===== src/rtl/hazard_controller_if.sv =====
// Hazard controller signal bundle: ID/EX and IF/ID hazard inputs plus
// pipeline enables, flushes, multiplier handshake and stall statistics.
interface hazard_controller_if #(
    parameter int CNTW = 16
);
    logic            idexmemrd;
    logic [4:0]      idexrt;
    logic [4:0]      ifidrs;
    logic [4:0]      ifidrt;
    logic            ifidusesrt;
    logic            ifidmul;
    logic            branchtaken;
    logic            pcwr;
    logic            ifidwr;
    logic            ifidflush;
    logic            idexflush;
    logic            mulstart;
    logic            mulbusy;
    logic [CNTW-1:0] stallcnt;
    logic [CNTW-1:0] flushcnt;

    modport master (
        output idexmemrd, idexrt, ifidrs, ifidrt, ifidusesrt, ifidmul, branchtaken,
        input  pcwr, ifidwr, ifidflush, idexflush, mulstart, mulbusy, stallcnt, flushcnt
    );

    modport slave (
        input  idexmemrd, idexrt, ifidrs, ifidrt, ifidusesrt, ifidmul, branchtaken,
        output pcwr, ifidwr, ifidflush, idexflush, mulstart, mulbusy, stallcnt, flushcnt
    );
endinterface


===== src/rtl/hazard_controller.sv =====
// Pipeline hazard controller: load-use stall, branch flush and multiplier wait FSM.
// Define HAZARD_STATS_EN to build the saturating stall/flush statistic counters.
module hazard_controller #(
    parameter int MULCYCLES = 4,
    parameter int CNTW      = 16
) (
    input  logic                clk,
    input  logic                rstn,
    hazard_controller_if.slave  hz
);
    typedef enum logic [0:0] {RUN = 1'b0, MULWAIT = 1'b1} state_t;

    state_t     state_q, state_d;
    logic [3:0] mulcnt_q, mulcnt_d;
    logic       loaduse_s;

    // Load in EX whose destination is a source of the instruction in ID
    always_comb begin
        loaduse_s = 1'b0;
        if (hz.idexmemrd && (hz.idexrt != 5'd0) &&
            ((hz.idexrt == hz.ifidrs) || (hz.ifidusesrt && (hz.idexrt == hz.ifidrt)))) begin
            loaduse_s = 1'b1;
        end else begin
            loaduse_s = 1'b0;
        end
    end

    // State and multiplier countdown registers
    always_ff @(posedge clk or negedge rstn) begin
        if (!rstn) begin
            state_q  <= RUN;
            mulcnt_q <= 4'd0;
        end else begin
            state_q  <= state_d;
            mulcnt_q <= mulcnt_d;
        end
    end

    // Next-state logic
    always_comb begin
        state_d  = state_q;
        mulcnt_d = mulcnt_q;
        case (state_q)
            RUN: begin
                if (!hz.branchtaken && !loaduse_s && hz.ifidmul) begin
                    state_d  = MULWAIT;
                    mulcnt_d = 4'(MULCYCLES - 1);
                end else begin
                    state_d  = RUN;
                end
            end
            MULWAIT: begin
                mulcnt_d = mulcnt_q - 4'd1;
                if (mulcnt_q == 4'd1) begin
                    state_d = RUN;
                end else begin
                    state_d = MULWAIT;
                end
            end
            default: begin
                state_d  = RUN;
                mulcnt_d = 4'd0;
            end
        endcase
    end

    // Pipeline control outputs; reset forces a held, flushed pipeline
    always_comb begin
        hz.pcwr      = 1'b0;
        hz.ifidwr    = 1'b0;
        hz.ifidflush = 1'b0;
        hz.idexflush = 1'b0;
        hz.mulstart  = 1'b0;
        hz.mulbusy   = (state_q == MULWAIT);
        if (!rstn) begin
            hz.ifidflush = 1'b1;
            hz.idexflush = 1'b1;
        end else begin
            case (state_q)
                RUN: begin
                    if (hz.branchtaken) begin
                        hz.pcwr      = 1'b1;
                        hz.ifidwr    = 1'b1;
                        hz.ifidflush = 1'b1;
                        hz.idexflush = 1'b1;
                    end else if (loaduse_s) begin
                        hz.idexflush = 1'b1;
                    end else if (hz.ifidmul) begin
                        hz.mulstart  = 1'b1;
                        hz.idexflush = 1'b1;
                    end else begin
                        hz.pcwr      = 1'b1;
                        hz.ifidwr    = 1'b1;
                    end
                end
                MULWAIT: begin
                    hz.idexflush = 1'b1;
                end
                default: begin
                    hz.idexflush = 1'b1;
                end
            endcase
        end
    end

`ifdef HAZARD_STATS_EN
    logic [CNTW-1:0] stallcnt_q, stallcnt_d;
    logic [CNTW-1:0] flushcnt_q, flushcnt_d;

    // Saturating statistics: every held PC cycle counts as a stall
    always_comb begin
        stallcnt_d = stallcnt_q;
        flushcnt_d = flushcnt_q;
        case (state_q)
            RUN: begin
                if (hz.branchtaken) begin
                    if (flushcnt_q != {CNTW{1'b1}}) flushcnt_d = flushcnt_q + CNTW'(1);
                    else                            flushcnt_d = flushcnt_q;
                end else if (loaduse_s || hz.ifidmul) begin
                    if (stallcnt_q != {CNTW{1'b1}}) stallcnt_d = stallcnt_q + CNTW'(1);
                    else                            stallcnt_d = stallcnt_q;
                end else begin
                    stallcnt_d = stallcnt_q;
                end
            end
            MULWAIT: begin
                if (stallcnt_q != {CNTW{1'b1}}) stallcnt_d = stallcnt_q + CNTW'(1);
                else                            stallcnt_d = stallcnt_q;
            end
            default: begin
                stallcnt_d = stallcnt_q;
                flushcnt_d = flushcnt_q;
            end
        endcase
    end

    // Statistic registers
    always_ff @(posedge clk or negedge rstn) begin
        if (!rstn) begin
            stallcnt_q <= {CNTW{1'b0}};
            flushcnt_q <= {CNTW{1'b0}};
        end else begin
            stallcnt_q <= stallcnt_d;
            flushcnt_q <= flushcnt_d;
        end
    end

    assign hz.stallcnt = stallcnt_q;
    assign hz.flushcnt = flushcnt_q;
`else
    assign hz.stallcnt = {CNTW{1'b0}};
    assign hz.flushcnt = {CNTW{1'b0}};
`endif

endmodule


===== src/flat_wrapper.sv =====
// flat-port wrapper written by rule: the top's interface ports become plain ports
module hazard_controller_flat 
#(
    parameter int MULCYCLES = 4,
    parameter int CNTW      = 16
)
  (clk, rstn, hz_idexmemrd, hz_idexrt, hz_ifidrs, hz_ifidrt, hz_ifidusesrt, hz_ifidmul, hz_branchtaken, hz_pcwr, hz_ifidwr, hz_ifidflush, hz_idexflush, hz_mulstart, hz_mulbusy, hz_stallcnt, hz_flushcnt);
  hazard_controller_if #(.CNTW(CNTW)) hz_i ();
  input  logic clk;
  input  logic rstn;
  input wire logic [$bits(hz_i.idexmemrd)-1:0] hz_idexmemrd;
  input wire logic [$bits(hz_i.idexrt)-1:0] hz_idexrt;
  input wire logic [$bits(hz_i.ifidrs)-1:0] hz_ifidrs;
  input wire logic [$bits(hz_i.ifidrt)-1:0] hz_ifidrt;
  input wire logic [$bits(hz_i.ifidusesrt)-1:0] hz_ifidusesrt;
  input wire logic [$bits(hz_i.ifidmul)-1:0] hz_ifidmul;
  input wire logic [$bits(hz_i.branchtaken)-1:0] hz_branchtaken;
  output wire logic [$bits(hz_i.pcwr)-1:0] hz_pcwr;
  output wire logic [$bits(hz_i.ifidwr)-1:0] hz_ifidwr;
  output wire logic [$bits(hz_i.ifidflush)-1:0] hz_ifidflush;
  output wire logic [$bits(hz_i.idexflush)-1:0] hz_idexflush;
  output wire logic [$bits(hz_i.mulstart)-1:0] hz_mulstart;
  output wire logic [$bits(hz_i.mulbusy)-1:0] hz_mulbusy;
  output wire logic [$bits(hz_i.stallcnt)-1:0] hz_stallcnt;
  output wire logic [$bits(hz_i.flushcnt)-1:0] hz_flushcnt;
  assign hz_i.idexmemrd = hz_idexmemrd;
  assign hz_i.idexrt = hz_idexrt;
  assign hz_i.ifidrs = hz_ifidrs;
  assign hz_i.ifidrt = hz_ifidrt;
  assign hz_i.ifidusesrt = hz_ifidusesrt;
  assign hz_i.ifidmul = hz_ifidmul;
  assign hz_i.branchtaken = hz_branchtaken;
  assign hz_pcwr = hz_i.pcwr;
  assign hz_ifidwr = hz_i.ifidwr;
  assign hz_ifidflush = hz_i.ifidflush;
  assign hz_idexflush = hz_i.idexflush;
  assign hz_mulstart = hz_i.mulstart;
  assign hz_mulbusy = hz_i.mulbusy;
  assign hz_stallcnt = hz_i.stallcnt;
  assign hz_flushcnt = hz_i.flushcnt;
  hazard_controller #(.MULCYCLES(MULCYCLES), .CNTW(CNTW)) u_core (.clk(clk), .rstn(rstn), .hz(hz_i));
endmodule

===== config.mk =====
export PLATFORM = sky130hd
export DESIGN_NAME = hazard_controller_flat
export DESIGN_NICKNAME = d
export VERILOG_FILES = /design/src/rtl/hazard_controller_if.sv /design/src/rtl/hazard_controller.sv /design/src/flat_wrapper.sv
export SDC_FILE = /design/constraint.sdc
export NUM_CORES = 1
export LEC_CHECK = 0
export ABC_CLOCK_PERIOD_IN_PS = 4900
export BUFFER_PORTS_ARGS = -buffer_cell sky130_fd_sc_hd__buf_2
export CAP_MARGIN = 20
export CORE_UTILIZATION = 40
export DETAILED_ROUTE_END_ITERATION = 16
export HOLD_SLACK_MARGIN = 0.15
export PLACE_DENSITY = 0.85
export SKIP_LAST_GASP = 1
export SYNTH_ARGS = -nofsm -noshare
export SYNTH_HDL_FRONTEND = slang
export SYNTH_SLANG_ARGS = --single-unit

===== constraint.sdc =====
create_clock -name clk -period 4.9 [get_ports clk]
set_clock_uncertainty 0.2 [all_clocks]
set_input_delay 0.49 -clock clk [delete_from_list [all_inputs] [get_ports clk]]
set_output_delay 0.49 -clock clk [all_outputs]
set_load 0.02 [all_outputs]

==> run summary, run 1 <==
status: complete, but fails checks
failing checks: design-rule violations
postcts setup bufs: 0
top cell type by total area after synthesis: buf_4
RR Startpoint: u_core.mulcnt_q[0]
Register-to-Register Path Depth: 5
post-DR wirelength/cell: 9.66 um
Die Wd: 43.6 um
first-pass GRT wire length: 1.93 mm
cell depth of the worst setup path: 6
Placer Congestion: 0.698
most frequent cells in the layout: conb_1 (32), buf_2 (26), xor2_1 (10)
worst path bufs/invs: 2
Max-Cap Viols: 0
CTS sink count: 5
clock latency on the worst-skew pair: 0.25 ns
DRC viols: 6
leak pwr: 0.427 nW
Synth Warn #: 0
cells along the critical path: buf_2 -> or4_1 -> o21ai_2 -> nor2_1 -> or4_1 -> buf_2
Placeable Area: 1560 um2
Routed Antenna Nets: 0
CP Class: in2out
setup TNS: 0 ns
CP Launch Point: hz_idexrt[0]
Worst path max stage delay: 0.54 ns
Final setup viols: 0
CTS tree: built
total gr overflow: 0
Post-synth ARST share: 100%
Synth top area share: 35.8%
Comb power frac: 48.4%
Flop pwr share: 33.1%
Worst-Margin Slew: 0.615 ns
Yosys reg bits: 5
post-DP HPWL: 1.04 mm
Synth cell types: 26
Cell Int Power: 143 uW
critical path's top delay family: simple AND/OR/NAND/NOR gates
most common cell after layout, fill and taps aside: conb_1
Worst-path clk slew: 0.04 ns
initial DRC count: 11
cell area after layout: 743 um2
Placed Area: 707 um2
worst min-delay path class: reg2reg
CP max stage cell: or4_1
Hold Crit Start: u_core.mulcnt_q[1]
layout cells sized above 1: 26.1%
Via Count: 565
ANT cells: 0
vias in the first global route: 476
Mapped Area: 692 um2
Worst EP arrival: 2.03 ns
initial antenna violation count: 0
Fin. Hold Viols: 0
worst-path fanout max: 3
PwrDens: 359 nW/um2
clk root buf: clkbuf_4
die height: 43.6 um
Final nets: 139
H-tree depth: 1
Hold Crit Depth: 2
syn_area_per_cell: 7.95 um2
fillers: 175
Vias/cell: 4.31
Hold Path End: u_core.mulcnt_q[1]
Max Buffers Root-to-Sink: 2
Seq/Total Area, Yosys: 18.1%
Post-synth EDFFs: 0
R2R Path End: u_core.mulcnt_q[2]
startpoint types: input port
area delta synth->final: 7.41%
gr usage total: 14.2%
max frequency: 0.368 GHz
Crit. End Element: output port
io pins: 59
power share of the clock group: 18.5%
Post-Route WL: 1.27 mm
die area: 1900 um2
fin crit period: 2.72 ns
row count: 14
IO buf count: 26
Data required, critical path: 4.21 ns
pin count of the biggest net entering global routing: 15
peak supply drop: 0.000181 V
post-synthesis cell count: 87
Layout Utilization: 47.7%
Slew HR: 58.6%
Initial DRT Pass Iterations: 11
Starting Density: 44.4%
R2R setup slack: 3.58 ns
Final period util: 55.5%
CTS Buf Count: 3
Switching Share: 46.6%
sw power: 124 uW
RSZ-0062 raised after global routing: no
fin. max-slew vios: 0
ranking of synthesized cells by area: buf_4 (36%), dfrtp_1 (18%), xor2_1 (13%)
prevailing post-synth register cell: dfrtp_1
[power by group through the flow]
stage	sequential (mW)	combinational, mW	clock, mW
after floorplan	0.0802	0.123	0
after global placement	0.0860	0.124	0
after detailed placement	0.0880	0.128	0
after CTS	0.0876	0.129	0.0518
after global routing	0.0925	0.142	0.0546
final	0.0883	0.129	0.0494
[through the flow]
step                total power, mW  cells  hold WS, ns  worst slack (ns)
floorplan                     0.203    118     -0.00559              2.32
global placement              0.210    126        0.123              2.22
detailed placement            0.216    126        0.126              2.18
CTS                           0.269    131        0.398              2.18
global route                  0.289    131        0.423              2.11
finish                        0.267    131        0.394              2.18
[kinds of logic after synthesis]
| logic type | share of synthesized area [%] |
|---|---|
| buffers and inverters | 38.0 |
| AOI/OAI and AO/OA | 11.4 |
| adders and majority gates | 3.62 |
| xor gates and xnor gates | 13.9 |
| and+or+nand+nor | 14.5 |
| other | 0.542 |
| DFF | 18.1 |
[state kept, by name (all words and copies together), names as in the netlist]
signal             cells
u_core.mulcnt_q        4
u_core.hz.mulbusy      1
[Yosys cell counts (2+ instances only)]
cell,instances
nand2_1,2
nor2_1,6
nor2b_1,2
a21oi_1,3
nor3_1,2
o21ai_0,3
buf_4,33
xor2_1,10
ha_1,2
inv_1,3
or4_1,2
dfrtp_1,5
[worst max-delay path by stage]
stage | endpoint | slack [ns]
2_1_floorplan | hz_pcwr | 2.32
5_1_grt | hz_idexflush | 2.11
6_report | hz_idexflush | 2.18
3_3_place_gp | hz_idexflush | 2.22
3_5_place_dp | hz_idexflush | 2.18
4_1_cts | hz_idexflush | 2.18
[area by class of cell]
class / count / area, um2 / share of cell area (%)
clock buffer: 4 / 26.3 / 3.54
inverter: 3 / 11.3 / 1.52
multi-input combinational: 76 / 420 / 56.6
sequential: 5 / 125 / 16.8
tap: 16 / 20.0 / 2.69
timing repair buffer: 27 / 140 / 18.9
[metal layers]
layer	routed length [um]	GRT usage [%]	share of wire, %
met1	458	12.3	36
met2	673	26.6	53
met3	120	7.92	9.5
met4	12	5.00	0.95
met5	0	0	0
[worst min-delay path, cell delays in order, from the launching register on]
cell	delay [ns]
dfrtp_1	0.38
nor2_1	0.09
a22oi_1	0.07
[timing repair]
item | in CTS | in global routing
hold buffers | 1 | 0
setup endpoints to repair | 0 | 0
resized for setup | 0 | 0
endpoints found under the hold margin | 5 | 0
(Power assumes the default switching activity.)
==> run 2, diff against run 1 <==
ABC_AREA = 1   (was not set)
ABC_CLOCK_PERIOD_IN_PS = 2700   (was 4900)
PLACE_DENSITY = 0.82   (was 0.85)
clock period = 2.7 ns   (was 4.9 ns; I/O delays follow)
==> run 2 against run 1 <==
  * The flow now finishes without violations
  * Worst setup slack lost 1.4 ns
  * Die area grew 12%
  * Synthesized area grew 13%
  * Flip-flop and latch count is the same
  * Sequential share of layout area shrank 2.1 points
  * Via count grew 30%
  * Critical path depth shrank 1
  * Register-to-register slack lost 2.3 ns
  * Core utilization shrank 0.16 points
  * Combinational power grew 120%
  * Largest power group unchanged
  * Highest routed layer unchanged
==> run summary, run 2 <==
fin crit period: 1.91 ns
CTS Buf Count: 3 (unchanged)
Worst-path clk slew: 0.05 ns (about the same)
Hold-fix buffers, CTS: 1 (unchanged)
Final setup viols: 0 (unchanged)
Mapped Area: 781 um2 (+13%)
Die Wd: 46.2 um (+5.9%)
Worst EP arrival: 1.44 ns (-0.59 ns)
max frequency: 0.523 GHz
worst setup margin: 0.788 ns (-1.39 ns)
dpl cells: 180 (+43%)
RSZ-0062 raised after global routing: no
pre-CTS WS: 0.937 ns (-1.24 ns)
first-pass GRT wire length: 2.28 mm (+18%)
io pins: 59 (unchanged)
Placer Congestion: 0.845 (+21%)
post-synthesis cell count: 131 (+51%)
DRC viols: 0 (-6)
Yosys reg bits: 5 (unchanged)
initial DRC count: 11 (unchanged)
Final period util: 70.8%
worst min-delay path class: in2async
most frequent cells in the layout: nand2_1 (41), conb_1 (32), buf_2 (26)
Synth top area share: 31.7% (-4.1 points)
CTS sink count: 5 (unchanged)
die area: 2130 um2 (+12%)
Synth cell types: 17 (-35%)
peak supply drop: 0.000324 V (+79%)
post-DR wirelength/cell: 7.14 um (-26%)
Max-Cap Viols: 0 (unchanged)
Max Buffers Root-to-Sink: 2 (unchanged)
total gr overflow: 0 (unchanged)
gr usage total: 14.8% (+0.64 points)
setup TNS: 0 ns (unchanged)
largest family of logic cells by synthesized area: buffers and inverters
CTS tree: built
Routed Antenna Nets: 0 (unchanged)
Final nets: 184 (+32%)
PnR Total Power: 531 uW (+99%)
top cells by count, synth: nand2_1 (41), buf_4 (33), inv_1 (17), nor2_1 (10), nand3_1 (8)
Seq/Total Area, Yosys: 16.0% (-2.1 points)
top cell type by total area after synthesis: buf_4
row count: 15 (+1)
ranking of synthesized cells by area: buf_4 (32%), nand2_1 (20%), dfrtp_1 (16%)
post-DP HPWL: 1.15 mm (+10%)
Data required, critical path: 2.23 ns (-1.98 ns)
simple-gate share of the synthesized area: 35.7% (+21 points)
# resized after CTS: 0 (unchanged)
Synth Area in Adders: 3.21% (-0.41 points)
PwrDens: 627 nW/um2 (+74%)
Starting Density: 43.8% (-0.59 points)
Placed Area: 811 um2 (+15%)
IO buf count: 26 (unchanged)
Post-synth EDFFs: 0 (unchanged)
layout cells sized above 1: 22.5% (-3.6 points)
count of non-filler cells in the finished layout: 185 (+41%)
ANT cells: 0 (unchanged)
worst-path fanout max: 7 (+4)
fin. max-slew vios: 0 (unchanged)
prevailing post-synth register cell: dfrtp_1
startpoint types: input port
leak pwr: 0.580 nW (+36%)
Initial DRT Pass Iterations: 4 (-7)
vias in the first global route: 605 (+27%)
Largest register FFs: 4 (unchanged)
fillers: 195 (+11%)
mux cell area share after synthesis: 0% (unchanged)
H-tree depth: 1 (unchanged)
Placeable Area: 1780 um2 (+14%)
Via Count: 733 (+30%)
CP Class: in2out
Post-Route WL: 1.32 mm (+4.3%)
Synth Area in Compound Gates: 2.56% (-8.8 points)
most common cell after layout, fill and taps aside: nand2_1
Synth Warn #: 0 (unchanged)
clock latency on the worst-skew pair: 0.25 ns (about the same)
pin count of the biggest net entering global routing: 9 (-6)
most frequent cell after synthesis: nand2_1
Crit. End Element: output port
Layout Utilization: 47.5% (-0.16 points)
Synth Area in XOR/XNOR: 1.12% (-13 points)
Vias/cell: 3.96 (-8.1%)
area delta synth->final: 8.49%
Biggest register: u_core.mulcnt_q
initial antenna violation count: 0 (unchanged)
die height: 46.2 um (+5.9%)
syn_area_per_cell: 5.96 um2 (-25%)
Hold WS: 0.175 ns (-0.220 ns)
Post-synth ARST share: 100% (unchanged)
status: complete, no violations
cell area after layout: 847 um2 (+14%)
Fin. Hold Viols: 0 (unchanged)
clk root buf: clkbuf_4
postcts setup bufs: 0 (unchanged)
[run 2: changes by cell type in the layout (fill, tap and decap cells not counted), sizes merged, moves of 2 or more]
cell   before  now
or4         2    0
nor2        6   10
inv         3   19
nand2       2   44
nor2b       2    0
a21oi       3    1
xor2       10    0
or2         0    2
nand3       0    8
[run 2: final timing paths]
check / from / end / slack (ns) / cells past startpoint
max: rstn / hz_ifidwr / 0.79 / 5
min in group clk: hz_branchtaken / u_core.hz.mulbusy / 0.23 / 4
max in group asynchronous: rstn / u_core.mulcnt_q[0] / 1.98 / 2
min: rstn / u_core.mulcnt_q[3] / 0.17 / 2
min reg2reg: u_core.mulcnt_q[1] / u_core.mulcnt_q[1] / 0.35 / 2
max reg2reg: u_core.mulcnt_q[0] / u_core.mulcnt_q[2] / 1.32 / 5
[run 2: where the power goes]
group          internal (mW)  switching, mW
logic                  0.101          0.182
registers              0.113         0.0442
clock network         0.0561         0.0349
[run 2: cell type report]
class                   instances  area, um2  share of cell area, %
flip-flops and latches          5        125                   14.8
clock buffers                   4       26.3                   3.10
multi-input cells             105        453                   53.5
repair buffers                 27        140                   16.5
well taps                      25       31.3                   3.69
inverters                      19       71.3                   8.42
[run 2: cell families (layout without fill, tap and decap cells)]
family / Yosys count / in the layout
compound gates: 4 / 4
simple gates: 66 / 66
flops: 5 / 5
other cells: 1 / 32
fa+ha+maj: 2 / 2
xor+xnor: 1 / 1
buf+inv: 52 / 50
[run 2: critical path, stage by stage]
cell and delay [ns]:
dlygate4sd3_1 0.52, buf_2 0.18, nand2_1 0.11, a21oi_1 0.16, buf_2 0.20
[run 2: layer usage]
layer / vias up / GRT usage, % / share of wire [%]
li1: 381 / - / -
met1: 312 / 16.8 / 45
met2: 38 / 25.9 / 47
met3: 2 / 4.31 / 6.1
met4: 0 / 5.29 / 1.6
met5: - / 0 / 0
